--- src/rtl/bus_ctrl.sv ---
// Peripheral bus initiator: one CPU load/store at a time, region decode,
// per-region wait states, read capture and a one-cycle ack with error flag.
module bus_ctrl #(
    parameter logic [3:0] WAIT_RAM = 4'd1,
    parameter logic [3:0] WAIT_IO  = 4'd0
) (
    input  logic        clk,
    input  logic        rst,
    input  logic        cpu_req,
    input  logic        cpu_we,
    input  logic [31:0] cpu_addr,
    input  logic [31:0] cpu_wdata,
    output logic        cpu_ack,
    output logic        cpu_err,
    output logic [31:0] cpu_rdata,
    output logic [4:0]  bSel,
    output logic [31:0] bAddr,
    output logic [31:0] bWData,
    output logic        bWr,
    output logic        bRd,
    input  logic [31:0] bData
);

    typedef enum logic [1:0] {
        IDLE,
        ACCESS,
        DONE
    } state_t;

    state_t      state_q, state_d;
    logic        we_q, we_d;
    logic        err_q, err_d;
    logic [11:0] addr_q, addr_d;
    logic [31:0] wdata_q, wdata_d;
    logic [31:0] rdata_q, rdata_d;
    logic [4:0]  sel_q, sel_d;
    logic [3:0]  cnt_q, cnt_d;
    logic [4:0]  dec_sel;
    logic        dec_ok;

    // GPIO in is read-only, so a write there is rejected like a miss
    always_comb begin
        dec_sel = 5'b00000;
        case (cpu_addr[15:12])
            4'h0:    dec_sel = 5'b00001;
            4'h1:    dec_sel = 5'b00010;
            4'h2:    dec_sel = 5'b00100;
            4'h3:    dec_sel = 5'b01000;
            default: dec_sel = 5'b00000;
        endcase
        if (cpu_addr[31:16] != 16'h0000) begin
            dec_sel = 5'b00000;
        end
        dec_ok = (dec_sel != 5'b00000) && !(cpu_we && dec_sel[1]);
    end

    always_ff @(posedge clk) begin
        if (rst) begin
            state_q <= IDLE;
            we_q    <= 1'b0;
            err_q   <= 1'b0;
            addr_q  <= 12'h000;
            wdata_q <= 32'h0;
            rdata_q <= 32'h0;
            sel_q   <= 5'b00000;
            cnt_q   <= 4'd0;
        end else begin
            state_q <= state_d;
            we_q    <= we_d;
            err_q   <= err_d;
            addr_q  <= addr_d;
            wdata_q <= wdata_d;
            rdata_q <= rdata_d;
            sel_q   <= sel_d;
            cnt_q   <= cnt_d;
        end
    end

    always_comb begin
        state_d = state_q;
        we_d    = we_q;
        err_d   = err_q;
        addr_d  = addr_q;
        wdata_d = wdata_q;
        rdata_d = rdata_q;
        sel_d   = sel_q;
        cnt_d   = cnt_q;
        case (state_q)
            IDLE: begin
                if (cpu_req) begin
                    we_d    = cpu_we;
                    addr_d  = cpu_addr[11:0];
                    wdata_d = cpu_wdata;
                    sel_d   = dec_ok ? dec_sel : 5'b00000;
                    err_d   = !dec_ok;
                    cnt_d   = dec_sel[0] ? WAIT_RAM : WAIT_IO;
                    state_d = dec_ok ? ACCESS : DONE;
                end
            end
            ACCESS: begin
                if (cnt_q == 4'd0) begin
                    state_d = DONE;
                    if (!we_q) begin
                        rdata_d = bData;
                    end
                end else begin
                    cnt_d = cnt_q - 4'd1;
                end
            end
            DONE: begin
                state_d = IDLE;
            end
            default: begin
                state_d = IDLE;
            end
        endcase
    end

    always_comb begin
        bSel      = 5'b00000;
        bRd       = 1'b0;
        bWr       = 1'b0;
        cpu_ack   = 1'b0;
        cpu_err   = 1'b0;
        bAddr     = {20'h00000, addr_q};
        bWData    = wdata_q;
        cpu_rdata = rdata_q;
        case (state_q)
            ACCESS: begin
                bSel = sel_q;
                bRd  = !we_q;
                bWr  = we_q && (cnt_q == 4'd0);
            end
            DONE: begin
                cpu_ack = 1'b1;
                cpu_err = err_q;
            end
            default: begin
                bSel = 5'b00000;
            end
        endcase
    end

endmodule

--- config.mk ---
export PLATFORM = sky130hd
export DESIGN_NAME = bus_ctrl
export DESIGN_NICKNAME = d
export VERILOG_FILES = /design/src/rtl/bus_ctrl.sv
export SDC_FILE = /design/constraint.sdc
export NUM_CORES = 1
export LEC_CHECK = 0
export ABC_AREA = 1
export BUFFER_PORTS_ARGS = -buffer_cell sky130_fd_sc_hd__buf_2
export CAP_MARGIN = 15
export CELL_PAD_IN_SITES_DETAIL_PLACEMENT = 1
export CELL_PAD_IN_SITES_GLOBAL_PLACEMENT = 1
export CORE_MARGIN = 5
export CORE_UTILIZATION = 26
export CTS_CLUSTER_DIAMETER = 200
export DETAILED_ROUTE_END_ITERATION = 7
export PLACE_DENSITY_LB_ADDON = 0.1
export SKIP_LAST_GASP = 1
export SYNTH_ARGS = -nofsm -noshare
export SYNTH_HDL_FRONTEND = slang
export SYNTH_SLANG_ARGS = --single-unit
--- constraint.sdc ---
create_clock -name clk -period 1.11 [get_ports clk]
set_input_delay 0.0555 -clock clk [delete_from_list [all_inputs] [get_ports clk]]
set_output_delay 0.0555 -clock clk [all_outputs]
set_load 0.02 [all_outputs]
==> run metrics <==
Final Hold Violating Endpoints 0; Worst Hold End sel_q[2]; synth warn 0; post-route setup slack -0.261 ns; total CTS buffers 9; achievable frequency 730 MHz; first-pass GRT wire length 22100 µm; worst-case reg-to-reg path depth 9; Iter 0 DRT Violations 90; Ant. Diodes 0; Post-Syn Area 3470 µm²; Hold Path Depth 3; cell type with the largest total area after synthesis dfxtp_1; Synth area leaders dfxtp_1 (51%), nor2_1 (19%), o21ai_0 (9.4%); Max FO, Critical Path 6; synthesized flop and latch total 88; sequential share of the synthesized area 0.508; crit path launch type register; antenna-violating nets left 0; HP Start cpu_addr[13]; Sw Ratio 0.273; dpl hpwl 8680 µm; outcome finished, violations left; initial antenna violation count 1; critical path capture point type register; WL final 14100 µm; Async SR Flop Fraction 0; Die ar. 15700 µm²; worst vdd ir 0.819 mV; Tot Pwr 8240 µW; clock share of power 0.378; failing checks negative setup slack; Reg power frac 0.419; Core ar. 13100 µm²; # rows 42; Synth-to-Final Area Change 92.6%; Synth Area in Compound Gates 0.132; CTS root buf clkbuf_16; syn avg cell area 7.58 µm²; CTS tree yes; most frequent cell after synthesis nor2_1; FF-to-FF Start cnt_q[0]; Final Setup Violations 96; Static Leak 0.00309 µW; Final Critical Period 1.37 ns; Final period util 1.23; slowest CP cell dfxtp_2; Clock Tree Buf Depth 2; Pwr Density 1230 nW/µm²; worst skew pair latency 0.34 ns; Vias/cell 4.33; cell-internal power 5990 µW; largest net degree at the start of global routing 47; post-layout util 0.508; Gate power share 0.202; mux share of post-synthesis cell area 0; share of the synthesized area in the top cell type 0.508; worst endpoint required time 1.34 ns; commonest cells in the netlist nor2_1 (176), dfxtp_1 (88), o21ai_0 (65); largest family of logic cells by synthesized area simple AND/OR/NAND/NOR gates; Initial Utilization 0.264; Syn Inst Count 457; Via Count 4035; Clock Skews 0.00698 ns; RePlAce Congestion 0.778; critical-path cell list inv_2 -> ha_4 -> nand2_4 -> inv_2 -> nand2_4 -> clkinv_8 -> buf_16 -> nor2_1 -> nor2_1; io pins 205; DR pass1 iterations 4; Post-Synth Adder-Cell Area 0.00361; Max Cap Viol 0; FF-to-FF End cpu_rdata[8]; wire per inst 15.1 µm; Worst Path Arrival 1.60 ns; Die H 125 µm; vias in the first global route 4403; flop2flop setup slack -0.26 ns; die width 125 µm; Synth Area in XOR/XNOR 0.00253; IO Port Bufs 183; number of H-tree levels 3; drt drc 0; HP Class input pin to register; layout cell share with drive strength beyond 1 0.461; top_reg_cell synth dfxtp_1; CTS clk-pin slew, worst paths 0.06 ns; WS Path Type register to register; Synth cell types 28; CTS sink count 88; Post-synth EDFFs 0; total global-route track usage 0.170; RSZ-0062 raised after global routing yes; total grt overflow 0; post-synthesis simple-gate area fraction 0.248; switching power 2250 µW; Largest stage delay, worst path 0.34 ns; Slew Viols, Final 0; nets 851
==> worst max-delay path, delay by kind of cell (launching register included) <==
family        cells  cell delay (ns)
fa+ha+maj         1             0.17
buf+inv           4             0.36
flops             1             0.34
simple gates      4             0.39
==> area by class of cell <==
type,instances,area (µm²)
multi-input combinational,326,1870
tap,176,220
fill,1552,6460
clock buffer,11,253
timing repair buffer,308,2420
clock inverter,5,55.1
inverter,17,91.3
sequential,88,1770
==> through the flow <==
stage / hold WS (ns) / cell area, µm² / worst slack, ns / TNS (ns) / cells
final: 0.0269 / 6680 / -0.261 / -16.43 / 931
after global routing: 0.0172 / 6680 / -0.355 / -23.90 / 931
after CTS: 0.0329 / 6100 / -0.229 / -13.65 / 922
after detailed placement: 0.301 / 4660 / -0.312 / -16.53 / 819
after global placement: 0.293 / 4660 / -0.273 / -14.54 / 819
after floorplan: 0.117 / 3570 / -0.225 / -7.05 / 477
==> cells by family after synthesis <==
kind of cell               Yosys count
xor gates and xnor gates             1
adders and majority gates            1
buffers and inverters               63
AOI/OAI and AO/OA                   90
and+or+nand+nor                    213
DFF                                 88
other                                1
==> power groups by stage <==
stage	combinational [µW]	clock, µW	sequential, µW
6_report	1670	3120	3450
5_1_grt	1820	3340	3470
4_1_cts	1430	3230	3400
3_5_place_dp	1110	0	3470
3_3_place_gp	1100	0	3460
2_1_floorplan	503	0	3640
==> placed cells by master, fill, tap and decap left out, drive strengths merged <==
master,Yosys,final
clkbuf,13,16
o21ai,85,85
buf,33,226
a22oi,1,1
nand2,16,16
xor2,1,1
nor2,179,179
a21oi,4,4
clkinvlp,0,2
nor2b,1,1
clkinv,0,3
nor3,3,3
bufinv,0,1
ha,1,1
nand4,3,3
nand3,10,10
conb,1,21
dlygate4sd3,0,77
and3,1,1
inv,17,16
dfxtp,88,88
==> routing by layer <==
metal  GRT usage  routed length (µm)  vias up
met1       0.179                5360     1869
met5           0                  13        -
met3      0.0546                 936       20
li1            -                   -     2013
met2       0.314                7480      131
met4      0.0606                 268        2
==> sequential cells by signal (all words and copies together), names as in the netlist <==
signal,count
bWData,32
cpu_rdata,32
addr_q,12
cnt_q,4
sel_q,4
state_q,2
err_q,1
we_q,1
==> how the worst max path moves through the flow <==
stage | start | endpoint | slack, ns | cells past startpoint
2_1_floorplan | state_q[0] | cpu_rdata[0] | -0.22 | 8
4_1_cts | state_q[0] | bSel[3] | -0.23 | 6
6_report | cnt_q[0] | cpu_rdata[8] | -0.26 | 9
5_1_grt | state_q[0] | bWr | -0.35 | 6
3_3_place_gp | state_q[0] | err_q | -0.27 | 6
3_5_place_dp | state_q[0] | err_q | -0.31 | 6
==> what timing repair did <==
item	4_1_cts	5_1_grt
setup endpoints to repair	96	96
setup buffers	7	9
pin swaps	6	44
gates resized for setup	77	142
hold buffers	77	0
gates cloned	3	5
hold endpoints to repair	77	0
Note: power is estimated with default switching activity, not from simulation.
